## config.mk

```make
export PLATFORM = sky130hd
export DESIGN_NAME = sha2_msg_schedule_flat
export DESIGN_NICKNAME = d
export VERILOG_FILES = /design/src/rtl/sha2_pkg.sv /design/src/rtl/sha2_msg_schedule_if.sv /design/src/rtl/sha2_msg_schedule_small_sigma.sv /design/src/rtl/sha2_msg_schedule.sv /design/src/flat_wrapper.sv
export SDC_FILE = /design/constraint.sdc
export NUM_CORES = 1
export LEC_CHECK = 0
export CORE_AREA = 8 8 264 456
export CTS_BUF_LIST = sky130_fd_sc_hd__clkbuf_8
export CTS_CLUSTER_SIZE = 12
export DETAILED_ROUTE_END_ITERATION = 7
export DIE_AREA = 0 0 272 464
export HOLD_SLACK_MARGIN = 0.08
export PLACE_DENSITY_LB_ADDON = 0.25
export SLEW_MARGIN = 25
export SYNTH_ARGS = -nofsm -noshare
export SYNTH_HDL_FRONTEND = slang
export SYNTH_HIERARCHICAL = 1
export SYNTH_SLANG_ARGS = --single-unit
```

## constraint.sdc

```tcl
create_clock -name clk -period 16.24 [get_ports clk]
set_clock_uncertainty 0.15 [all_clocks]
set_input_delay 4.872 -clock clk [delete_from_list [all_inputs] [get_ports clk]]
set_output_delay 4.872 -clock clk [all_outputs]
set_load 0.005 [all_outputs]
```

## src/rtl/sha2_pkg.sv

```systemverilog
`default_nettype none
// ============================================================================
//  Module   : sha2_pkg
//  Brief    : Shared SHA-2 message-schedule constants and FSM state encoding.
//  Revision : 1.0 - initial release
// ============================================================================
package sha2_pkg;

    localparam int SHA256_WIDTH  = 32;
    localparam int SHA256_ROUNDS = 64;
    localparam int SHA256_S0_R1  = 7;
    localparam int SHA256_S0_R2  = 18;
    localparam int SHA256_S0_SH  = 3;
    localparam int SHA256_S1_R1  = 17;
    localparam int SHA256_S1_R2  = 19;
    localparam int SHA256_S1_SH  = 10;

    localparam int SHA512_WIDTH  = 64;
    localparam int SHA512_ROUNDS = 80;
    localparam int SHA512_S0_R1  = 1;
    localparam int SHA512_S0_R2  = 8;
    localparam int SHA512_S0_SH  = 7;
    localparam int SHA512_S1_R1  = 19;
    localparam int SHA512_S1_R2  = 61;
    localparam int SHA512_S1_SH  = 6;

    localparam int BLOCK_WORDS = 16;
    localparam int INDEX_W     = 8;

    typedef enum logic [0:0] {
        LOAD = 1'b0,
        EMIT = 1'b1
    } state_e;

endpackage
`default_nettype wire

```

## src/rtl/sha2_msg_schedule_if.sv

```systemverilog
`default_nettype none
// ============================================================================
//  Module   : sha2_msg_schedule_if
//  Brief    : Input message stream and output schedule stream bundle.
//  Revision : 1.0 - initial release
// ============================================================================
interface sha2_msg_schedule_if #(
    parameter int WIDTH = 32
);
    logic             in_valid;
    logic             in_ready;
    logic [WIDTH-1:0] in_data;
    logic             out_valid;
    logic             out_ready;
    logic [WIDTH-1:0] out_data;
    logic [7:0]       out_index;
    logic             out_last;

    modport master (
        output in_valid, in_data, out_ready,
        input  in_ready, out_valid, out_data, out_index, out_last
    );

    modport slave (
        input  in_valid, in_data, out_ready,
        output in_ready, out_valid, out_data, out_index, out_last
    );
endinterface
`default_nettype wire

```

## src/rtl/sha2_msg_schedule_small_sigma.sv

```systemverilog
`default_nettype none
// ============================================================================
//  Module   : small_sigma
//  Brief    : Generalised SHA-2 small sigma: rotr(x,R1) ^ rotr(x,R2) ^ (x >> SH).
//  Revision : 1.0 - initial release
// ============================================================================
module small_sigma #(
    parameter int WIDTH = 32,
    parameter int R1    = 7,
    parameter int R2    = 18,
    parameter int SH    = 3
) (
    input  wire logic [WIDTH-1:0] x_i,
    output logic      [WIDTH-1:0] y_o
);
    localparam int R1M = R1 % WIDTH;
    localparam int R2M = R2 % WIDTH;

    logic [WIDTH-1:0] w_rot1;
    logic [WIDTH-1:0] w_rot2;
    logic [WIDTH-1:0] w_shr;

    // A zero rotate makes the left shift vanish, leaving x unchanged.
    assign w_rot1 = (x_i >> R1M) | (x_i << (WIDTH - R1M));
    assign w_rot2 = (x_i >> R2M) | (x_i << (WIDTH - R2M));
    assign w_shr  = x_i >> SH;
    assign y_o    = w_rot1 ^ w_rot2 ^ w_shr;
endmodule
`default_nettype wire

```

## src/rtl/sha2_msg_schedule.sv

```systemverilog
`default_nettype none
// ============================================================================
//  Module   : sha2_msg_schedule
//  Brief    : Loads a 16-word block, then streams the expanded schedule W[t].
//  Revision : 1.0 - initial release
// ============================================================================
module sha2_msg_schedule
    import sha2_pkg::*;
#(
    parameter int WIDTH  = SHA256_WIDTH,
    parameter int ROUNDS = SHA256_ROUNDS,
    parameter int S0_R1  = SHA256_S0_R1,
    parameter int S0_R2  = SHA256_S0_R2,
    parameter int S0_SH  = SHA256_S0_SH,
    parameter int S1_R1  = SHA256_S1_R1,
    parameter int S1_R2  = SHA256_S1_R2,
    parameter int S1_SH  = SHA256_S1_SH
) (
    input  wire logic             clk,
    input  wire logic             rst,
    sha2_msg_schedule_if.slave    bus
);
    localparam logic [INDEX_W-1:0] LAST_IDX = INDEX_W'(ROUNDS - 1);
    localparam logic [INDEX_W-1:0] FIRST_EXP = INDEX_W'(BLOCK_WORDS);

    state_e             state_q, state_d;
    logic [3:0]         cnt_q, cnt_d;
    logic [INDEX_W-1:0] t_q, t_d;
    logic [WIDTH-1:0]   buf_q [BLOCK_WORDS];

    logic [3:0]       w_slot;
    logic             w_in_fire;
    logic             w_out_fire;
    logic             w_last;
    logic [WIDTH-1:0] w_sig0;
    logic [WIDTH-1:0] w_sig1;
    logic [WIDTH-1:0] w_expand;
    logic [WIDTH-1:0] w_out_data;

    assign w_slot     = t_q[3:0];
    assign w_in_fire  = bus.in_valid  && (state_q == LOAD);
    assign w_out_fire = bus.out_ready && (state_q == EMIT);
    assign w_last     = (state_q == EMIT) && (t_q == LAST_IDX);

    // Slot t%16 still holds W[t-16]; the other taps are fixed offsets mod 16.
    small_sigma #(.WIDTH(WIDTH), .R1(S0_R1), .R2(S0_R2), .SH(S0_SH)) u_sigma0 (
        .x_i (buf_q[w_slot + 4'd1]),
        .y_o (w_sig0)
    );

    small_sigma #(.WIDTH(WIDTH), .R1(S1_R1), .R2(S1_R2), .SH(S1_SH)) u_sigma1 (
        .x_i (buf_q[w_slot - 4'd2]),
        .y_o (w_sig1)
    );

    assign w_expand   = w_sig1 + buf_q[w_slot - 4'd7] + w_sig0 + buf_q[w_slot];
    assign w_out_data = (t_q < FIRST_EXP) ? buf_q[w_slot] : w_expand;

    always_comb begin
        state_d = state_q;
        cnt_d   = cnt_q;
        t_d     = t_q;
        case (state_q)
            LOAD: begin
                if (w_in_fire) begin
                    cnt_d = cnt_q + 4'd1;
                    if (cnt_q == 4'd15) begin
                        state_d = EMIT;
                        t_d     = '0;
                    end
                end
            end
            EMIT: begin
                if (w_out_fire) begin
                    if (w_last) begin
                        state_d = LOAD;
                        cnt_d   = '0;
                        t_d     = '0;
                    end else begin
                        t_d = t_q + 1'b1;
                    end
                end
            end
            default: begin
                state_d = LOAD;
                cnt_d   = '0;
                t_d     = '0;
            end
        endcase
    end

    always_ff @(posedge clk) begin
        if (rst) begin
            state_q <= LOAD;
            cnt_q   <= '0;
            t_q     <= '0;
        end else begin
            state_q <= state_d;
            cnt_q   <= cnt_d;
            t_q     <= t_d;
        end
    end

    // Buffer is deliberately unreset; a new block always refills every slot.
    always_ff @(posedge clk) begin
        if (w_in_fire) begin
            buf_q[cnt_q] <= bus.in_data;
        end else if (w_out_fire) begin
            buf_q[w_slot] <= w_out_data;
        end
    end

    assign bus.in_ready  = (state_q == LOAD);
    assign bus.out_valid = (state_q == EMIT);
    assign bus.out_index = t_q;
    assign bus.out_last  = w_last;
    assign bus.out_data  = w_out_data;
endmodule
`default_nettype wire

```

## src/flat_wrapper.sv

```systemverilog
// flat-port wrapper written by rule: the top's interface ports become plain ports
module sha2_msg_schedule_flat import sha2_pkg::*;
#(
    parameter int WIDTH  = SHA256_WIDTH,
    parameter int ROUNDS = SHA256_ROUNDS,
    parameter int S0_R1  = SHA256_S0_R1,
    parameter int S0_R2  = SHA256_S0_R2,
    parameter int S0_SH  = SHA256_S0_SH,
    parameter int S1_R1  = SHA256_S1_R1,
    parameter int S1_R2  = SHA256_S1_R2,
    parameter int S1_SH  = SHA256_S1_SH
)
  (clk, rst, bus_in_valid, bus_in_data, bus_out_ready, bus_in_ready, bus_out_valid, bus_out_data, bus_out_index, bus_out_last);
  sha2_msg_schedule_if #(.WIDTH(WIDTH)) bus_i ();
  input  wire logic clk;
  input  wire logic rst;
  input wire logic [$bits(bus_i.in_valid)-1:0] bus_in_valid;
  input wire logic [$bits(bus_i.in_data)-1:0] bus_in_data;
  input wire logic [$bits(bus_i.out_ready)-1:0] bus_out_ready;
  output wire logic [$bits(bus_i.in_ready)-1:0] bus_in_ready;
  output wire logic [$bits(bus_i.out_valid)-1:0] bus_out_valid;
  output wire logic [$bits(bus_i.out_data)-1:0] bus_out_data;
  output wire logic [$bits(bus_i.out_index)-1:0] bus_out_index;
  output wire logic [$bits(bus_i.out_last)-1:0] bus_out_last;
  assign bus_i.in_valid = bus_in_valid;
  assign bus_i.in_data = bus_in_data;
  assign bus_i.out_ready = bus_out_ready;
  assign bus_in_ready = bus_i.in_ready;
  assign bus_out_valid = bus_i.out_valid;
  assign bus_out_data = bus_i.out_data;
  assign bus_out_index = bus_i.out_index;
  assign bus_out_last = bus_i.out_last;
  sha2_msg_schedule #(.WIDTH(WIDTH), .ROUNDS(ROUNDS), .S0_R1(S0_R1), .S0_R2(S0_R2), .S0_SH(S0_SH), .S1_R1(S1_R1), .S1_R2(S1_R2), .S1_SH(S1_SH)) u_core (.clk(clk), .rst(rst), .bus(bus_i));
endmodule
```

Yosys cells after proc, flatten, opt, wreduce, memory -nomap -nowiden
Memories as Yosys holds them, arrays and structs flattened. A register that Yosys moved wholly into a read port is not among the register bits.
Cells that the tools add are included.

storage, ports and cells
  bits in writable memories = 512
  memories kept = 1
  register bits after elaboration = 13

operators by class
  mux-type cells = 25
  magnitude comparators = 1
  reductions and logical operators = 6
  bitwise gates (word level) = 9
  eq/ne operators = 6
  add/sub/neg operators = 8

memory list
  memory        depth  width  rd ports  clocked after memory_dff  wr ports  line                     RTL
  u_core.buf_q  16     32     4         1                         1         sha2_msg_schedule.sv:29  logic [WIDTH-1:0] buf_q [BLOCK_WORDS];

operators by type and width
  cell                                                        number
  adder 32 bit                                                3
  two-way mux 32 bit                                          2
  bitwise XOR 32 bit                                          2
  two-way mux 8 bit                                           4
  bitwise OR 13 x 32 -> 32 bit                                1
  bitwise OR 14 x 32 -> 32 bit                                1
  bitwise OR 15 x 32 -> 32 bit                                1
  bitwise OR 25 x 32 -> 32 bit                                1
  OR reduction 32 bit                                         1
  bitwise XOR 32 x 22 -> 32 bit                               1
  bitwise XOR 32 x 29 -> 32 bit                               1
  two-way mux 4 bit                                           6
  case mux 8 bit (2 select lines)                             1
  two-way mux 1 bit                                           10
  adder 4 x 1 -> 4 bit, second input constant                 2
  adder 8 x 1 -> 8 bit, second input constant                 1
  == test 8 x 6 -> 1 bit, second input constant               1
  less-than comparator 8 x 5 -> 1 bit, second input constant  1
  case mux 4 bit (2 select lines)                             1
  AND reduction 3 bit                                         2
  == test 4 bit, second input constant                        1
  inequality test 2 x 1 -> 1 bit, second input constant       2
  inequality test 2 bit, second input constant                2
  subtractor 4 x 2 -> 4 bit, second input constant            1
  4 further kinds                                             6

Depth between registers and ports, before layout
An unclocked memory read counts as a cell.

  depth in word-level cells = 10
  depth in mapped cells = 24
  depth with buffers taken out = 20

Cells and area by module
The synthesis kept the hierarchy.

modules (own cells, without submodules)
  module                         times used  area an instance (µm²)  cells an instance  seq. area each (µm²)
  sha2_msg_schedule              1           32586.3                 1871               15715.1
  small_sigma (u_core.u_sigma0)  1           726.9                   32                 0.0
  small_sigma (u_core.u_sigma1)  1           610.6                   32                 0.0

Worst setup path after synthesis
Ideal clock, no wire load.

  path type = reg-to-output
  from = reg u_core.t_q[1] (netlist: u_core/bus.out_index[1])
  to = out bus_out_data[31]
  path buffers = 4
  required time = 11.218 ns
  stages on the path, launching flop included = 25
  data arrival time = 6.692 ns
  setup slack = 4.526 ns
  path through = dfxtp_1 -> clkbuf_1 -> clkbuf_1 -> clkbuf_1 -> inv_1 -> ha_1 -> xor2_1 -> clkbuf_1 -> mux4_2 -> xor3_1 -> inv_1 -> fa_1 -> fa_1 -> inv_1 -> ha_1 -> inv_1 -> fa_1 -> nand2b_1 -> a21oi_1 -> o211ai_1 -> a211oi_1 -> nor3_1 -> o31a_1 -> a31o_1 -> nand2_1

on the way
  word-level cells in the longest chain between the ends = 9
  elaborated cells between the ends (all ways) = 17

RTL lines
  item                                                                          line                                                                      RTL
  start, declared                                                               sha2_msg_schedule.sv:28                                                   logic [INDEX_W-1:0] t_q, t_d;
  start signal, assigned                                                        sha2_msg_schedule.sv:100                                                  t_q <= t_d;
  subtractor 4 x 2 -> 4 bit *                                                   sha2_msg_schedule.sv:52                                                   .x_i (buf_q[w_slot - 4'd2]),
  memory (16 x 32 bit) *                                                        --
  bitwise OR 15 x 32 -> 32 bit or bitwise OR 13 x 32 -> 32 bit (tied branches)  sha2_msg_schedule_small_sigma.sv:24, sha2_msg_schedule_small_sigma.sv:25
  bitwise XOR 32 bit                                                            sha2_msg_schedule_small_sigma.sv:27                                       assign y_o = w_rot1 ^ w_rot2 ^ w_shr;
  bitwise XOR 32 x 22 -> 32 bit *                                               sha2_msg_schedule_small_sigma.sv:27
  named net u_core.w_sig1[1]                                                    sha2_msg_schedule.sv:36                                                   logic [WIDTH-1:0] w_sig1;
  adder 32 bit * (3 in series)                                                  sha2_msg_schedule.sv:56                                                   assign w_expand = w_sig1 + buf_q[w_slot - 4'd7] + w_sig0 + buf_q[w_slot];
  two-way mux 32 bit *                                                          sha2_msg_schedule.sv:57                                                   assign w_out_data = (t_q < FIRST_EXP) ? buf_q[w_slot] : w_expand;
  end, declared                                                                 flat_wrapper.sv:22                                                        output wire logic [$bits(bus_i.out_data)-1:0] bus_out_data;

The timed path passes the listed nets; every way through them passes the cells marked *.

Worst setup path after layout
  from = reg u_core.t_q[1] (netlist: u_core/bus.out_index[1])
  to = out bus_out_data[29]

Same word-level chain as after synthesis.

==> flow_summary.html <==
<table>
<tr><th>Metric</th><th>Value</th></tr>
<tr><th colspan="2">Outcome</th></tr>
<tr><td>Run status</td><td>completed</td></tr>
<tr><th colspan="2">Placed design</th></tr>
<tr><td>Detail Placement HPWL</td><td>approximately 78000 um</td></tr>
<tr><td>Placer Congestion</td><td>0.891</td></tr>
<tr><td>Number of buffer cells added on primary ports</td><td>78</td></tr>
<tr><th colspan="2">Route</th></tr>
<tr><td>Detail Route met2 WL</td><td>between 60000 and 70000 um</td></tr>
<tr><td>Highest metal used</td><td>met4</td></tr>
<tr><td>Number of search-and-repair iterations in the first detailed-routing pass</td><td>7</td></tr>
<tr><td>Metal-1 WL</td><td>about 43000 um</td></tr>
<tr><td>Via-per-instance ratio</td><td>5.83</td></tr>
<tr><td>DRC errors left</td><td>0</td></tr>
<tr><td>Met3 layer wire length in the routed design</td><td>approximately 7900 um</td></tr>
<tr><td>Wirelength per Cell</td><td>approximately 33 um</td></tr>
<tr><td>First DRT Iteration DRCs</td><td>2200</td></tr>
<tr><td>Total number of vias</td><td>20900</td></tr>
<tr><td>Total wire length after detailed routing</td><td>119000 um</td></tr>
<tr><td>Antenna viol nets, final</td><td>0</td></tr>
<tr><th colspan="2">Critical path</th></tr>
<tr><td>Library cell contributing the largest single delay on the critical path</td><td>mux4_2</td></tr>
<tr><td>CP Cell Sequence</td><td>inv_1, ha_2, xor2_4, buf_4, mux4_2, xor3_1, inv_1, fa_1, fa_1, inv_1, ha_1, inv_1, fa_1, nand2b_1, a21oi_1, o211ai_1, a211oi_1, buf_4, o31ai_1, a21oi_1, nor3b_1, o22ai_1, clkdlybuf4s50_1</td></tr>
<tr><td>CP required</td><td>around 11000 ps</td></tr>
<tr><td>Nature of the critical path endpoint</td><td>output port</td></tr>
<tr><td>Data arrival time of the critical path</td><td>around 8700 ps</td></tr>
<tr><td>Most repeated library cell on the critical path</td><td>inv_1</td></tr>
<tr><td>Type of the worst setup path</td><td>register to output port</td></tr>
<tr><td>Reg2reg path depth</td><td>22</td></tr>
<tr><td>Critical path fanouts, max</td><td>29</td></tr>
<tr><td>Worst path max stage delay</td><td>between 700 and 800 ps</td></tr>
<tr><td>Type of element launching the critical path</td><td>register</td></tr>
<tr><th colspan="2">CTS</th></tr>
<tr><td>CTS clk-pin slew, worst paths</td><td>about 70 ps</td></tr>
<tr><td>CTS resizes</td><td>0</td></tr>
<tr><td># H-tree levels</td><td>3</td></tr>
<tr><td>Number of CTS-inserted buffers</td><td>82</td></tr>
<tr><td>Number of setup buffers added after CTS</td><td>0</td></tr>
<tr><td>Cts-stage hold buffer count</td><td>0</td></tr>
<tr><td>Clock root buffer</td><td>clkbuf_8</td></tr>
<tr><td>Clock tree from TritonCTS</td><td>yes</td></tr>
<tr><td>Clock sink count</td><td>approximately 530</td></tr>
<tr><td>Max Buffers Root-to-Sink</td><td>3</td></tr>
<tr><td>Clock network latency to the later pin of the worst-skew pair</td><td>about 760 ps</td></tr>
<tr><th colspan="2">Yosys</th></tr>
<tr><td>Post-synthesis instance total</td><td>roughly 1900</td></tr>
<tr><td>Register area share after synthesis</td><td>46.3%</td></tr>
<tr><td>Share of synthesized registers carrying an async set or reset</td><td>0%</td></tr>
<tr><td>Number of flops mapped to enable cells by yosys</td><td>512</td></tr>
<tr><td>Post-synth design cell area</td><td>between 30000 and 40000 um2</td></tr>
<tr><td>Number of synthesized register bits</td><td>roughly 530</td></tr>
<tr><td>Syn nets</td><td>2068</td></tr>
<tr><td>Most instantiated flip-flop cell in the synthesis netlist</td><td>edfxtp_1</td></tr>
<tr><td>Distinct cell type count after synthesis</td><td>62</td></tr>
<tr><td>Mean cell area of the mapped netlist</td><td>approximately 18 um2</td></tr>
<tr><td>Warnings, synthesis</td><td>6</td></tr>
<tr><th colspan="2">Final layout</th></tr>
<tr><td>Filler Cells Inserted</td><td>between 10000 and 15000</td></tr>
<tr><td>Multi-input combinational cell area</td><td>17200 um2</td></tr>
<tr><td>Final nets</td><td>between 2000 and 2500</td></tr>
<tr><td>Layout Area Growth over Synthesis</td><td>13.3%</td></tr>
<tr><td>Layout cell share with drive strength beyond 1</td><td>35.5%</td></tr>
<tr><td>Most frequent cells in the layout</td><td>512 x mux4_2, 512 x edfxtp_1, 210 x inv_1, 84 x clkbuf_8, 78 x clkdlybuf4s50_1</td></tr>
<tr><td>Register area</td><td>approximately 16000 um2</td></tr>
<tr><th colspan="2">Min path</th></tr>
<tr><td>Cells on Worst Hold Path</td><td>2</td></tr>
<tr><td>Path type of the worst min-delay path</td><td>register to register</td></tr>
<tr><th colspan="2">Timing</th></tr>
<tr><td>Crit path time final</td><td>13690 ps</td></tr>
<tr><td>Slew Limit Headroom</td><td>~26%</td></tr>
<tr><td>Number of hold-slack violations in the final timing report</td><td>0</td></tr>
<tr><td>Slew at the pin closest to its max-slew limit</td><td>1110 ps</td></tr>
<tr><td>Fmax achieved</td><td>73.1 MHz</td></tr>
<tr><td>Final-layout setup total negative slack</td><td>0 ps</td></tr>
<tr><td>Finish-stage setup viols</td><td>0</td></tr>
<tr><td>Unrepaired setup endpoints after global routing</td><td>false</td></tr>
<tr><td>Max Transition Viols Final</td><td>0</td></tr>
<tr><td>Ratio of final minimum period to clock period</td><td>a little over four fifths</td></tr>
<tr><th colspan="2">GRT</th></tr>
<tr><td>Antenna violations before repair</td><td>1</td></tr>
<tr><td>Sum of overflow across all layers after global routing</td><td>0</td></tr>
<tr><td>Pin count of the biggest net entering global routing</td><td>127</td></tr>
<tr><td>Vias in the first global route</td><td>21700</td></tr>
<tr><td>Global-route wire length before repair</td><td>168000 um</td></tr>
<tr><td>Total track usage</td><td>a little under a fifth</td></tr>
<tr><th colspan="2">Floorplanning</th></tr>
<tr><td>Width of the die</td><td>272 um</td></tr>
<tr><td>Core footprint</td><td>114000 um2</td></tr>
<tr><td>Site Rows</td><td>between 150 and 200</td></tr>
<tr><td>Initial Util</td><td>slightly below 30%</td></tr>
<tr><td>Area enclosed by the die boundary</td><td>between 100000 and 150000 um2</td></tr>
<tr><td>I/O pins</td><td>79</td></tr>
<tr><td>Die Y</td><td>464 um</td></tr>
<tr><th colspan="2">Pwr</th></tr>
<tr><td>Leak Pwr</td><td>around 0.012 uW</td></tr>
<tr><td>P per Cell Area</td><td>82.4 nW/um2</td></tr>
<tr><td>Final Power</td><td>around 3200 uW</td></tr>
<tr><td>Maximum VDD drop</td><td>0.0000530 V</td></tr>
<tr><th colspan="2">Run</th></tr>
<tr><td>Number of max-capacitance violations reported</td><td>0</td></tr>
</table>
## cell type report
type	count	area share [%]
diodes	1	0.00651
well taps	1494	4.86
clock inverters	65	1.26
inverters	190	1.85
flip-flops and latches	529	40.9
clock buffers	84	3.01
multi-input cells	1085	44.7
repair buffers	133	3.36
## cells by family (layout without fill, tap and decap cells)
group	count (synthesis)	count (layout)	share of synthesized area, %
xor+xnor	96	96	4.85
compound gates	153	153	2.88
other cells	0	1	0
fa+ha+maj	97	97	4.95
buf+inv	321	472	3.61
mux	527	527	34.5
flops	529	529	46.3
simple gates	212	212	2.90
## power by group
part	leakage [uW]	internal (uW)	total, uW	switching, uW
combinational	0.00682	192	483	291
sequential	0.00477	1510	1520	9.95
clock	0.000910	598	1160	562
total	0.0125	2300	3170	863
## critical path: cells and delay by family, from the launching register on
kind | cells | cell delay, ps
xor gates and xnor gates | 2 | 1050
muxes | 1 | 730
buffers and inverters | 7 | 1660
AOI/OAI and AO/OA | 6 | 1480
DFF | 1 | 680
adders and majority gates | 5 | 1640
and+or+nand+nor | 2 | 600
## registers in the layout, summed over array words and instances (netlist names), named ones only
register and count:
u_core/buf_q 512, u_core/bus.out_index 8, u_core/cnt_q 4, u_core/bus.out_valid 1
## routing by layer
layer | up-vias | global-route usage (%)
li1 | 8192 | -
met1 | 11400 | 21.9
met2 | 1102 | 32.5
met3 | 234 | 3.19
met4 | 0 | 8.89
met5 | - | 0
## stage by stage
step           cells  util [%]  area, um2  hold WS, ps  setup WS (ps)
2_1_floorplan   1935         -      33900          351           4530
3_3_place_gp    3428      32.2      36700          390           3300
3_5_place_dp    3429      32.3      36700          413           3280
4_1_cts         3578      33.7      38400          421           2410
5_1_grt         3581      33.8      38400          457           2170
6_report        3581      33.8      38400          421           2550
## cells in the mapped netlist (2+ instances only)
| master | n | area (um2) |
|---|---|---|
| xor3_4 | 3 | 82.6 |
| nand3_1 | 12 | 60.1 |
| o21a_1 | 5 | 37.5 |
| a311oi_1 | 2 | 17.5 |
| dfxtp_1 | 17 | 340 |
| buf_1 | 40 | 150 |
| nand3b_1 | 3 | 22.5 |
| inv_1 | 189 | 709 |
| nor3_1 | 18 | 90.1 |
| a21o_1 | 15 | 113 |
| xnor2_1 | 18 | 158 |
| nor4_1 | 5 | 31.3 |
| a22oi_1 | 6 | 45.0 |
| mux4_2 | 512 | 11500 |
| nor2_1 | 69 | 259 |
| and2_1 | 3 | 18.8 |
| o41a_1 | 2 | 22.5 |
| o31ai_1 | 10 | 75.1 |
| and3_1 | 8 | 50.1 |
| o21ai_0 | 30 | 150 |
| buf_2 | 16 | 80.1 |
| nor2b_1 | 6 | 37.5 |
| o21bai_1 | 5 | 37.5 |
| nand2b_1 | 3 | 18.8 |
| edfxtp_1 | 512 | 15400 |
| xor2_1 | 25 | 219 |
| and4_1 | 2 | 17.5 |
| a31oi_1 | 12 | 75.1 |
| or4_1 | 5 | 37.5 |
| o211ai_1 | 4 | 30.0 |
| o31a_1 | 2 | 17.5 |
| o211a_1 | 2 | 20.0 |
| nand2_1 | 62 | 233 |
| xor3_1 | 48 | 1140 |
| nand4_1 | 5 | 31.3 |
| fa_1 | 62 | 1240 |
| o2111ai_1 | 2 | 17.5 |
| or3_1 | 6 | 37.5 |
| ha_1 | 35 | 438 |
| a211oi_1 | 2 | 15.0 |
| clkbuf_1 | 75 | 282 |
| mux2_2 | 15 | 169 |
| a21oi_1 | 43 | 215 |
## path summary, 6_finish.rpt
kind | startpoint | endpoint | slack, ps
setup / recovery | u_core/bus.out_index[1]$_SDFFE_PP0P_ | bus_out_data[29] | 2550
hold / removal | u_core/bus.out_index[4]$_SDFFE_PP0P_ | u_core/bus.out_index[4]$_SDFFE_PP0P_ | 420
setup reg to reg | u_core/bus.out_index[1]$_SDFFE_PP0P_ | u_core/buf_q[11][31]$_DFFE_PP_ | 7870
hold reg to reg | u_core/bus.out_index[4]$_SDFFE_PP0P_ | u_core/bus.out_index[4]$_SDFFE_PP0P_ | 420
Power figures use the tool's default switching activity.
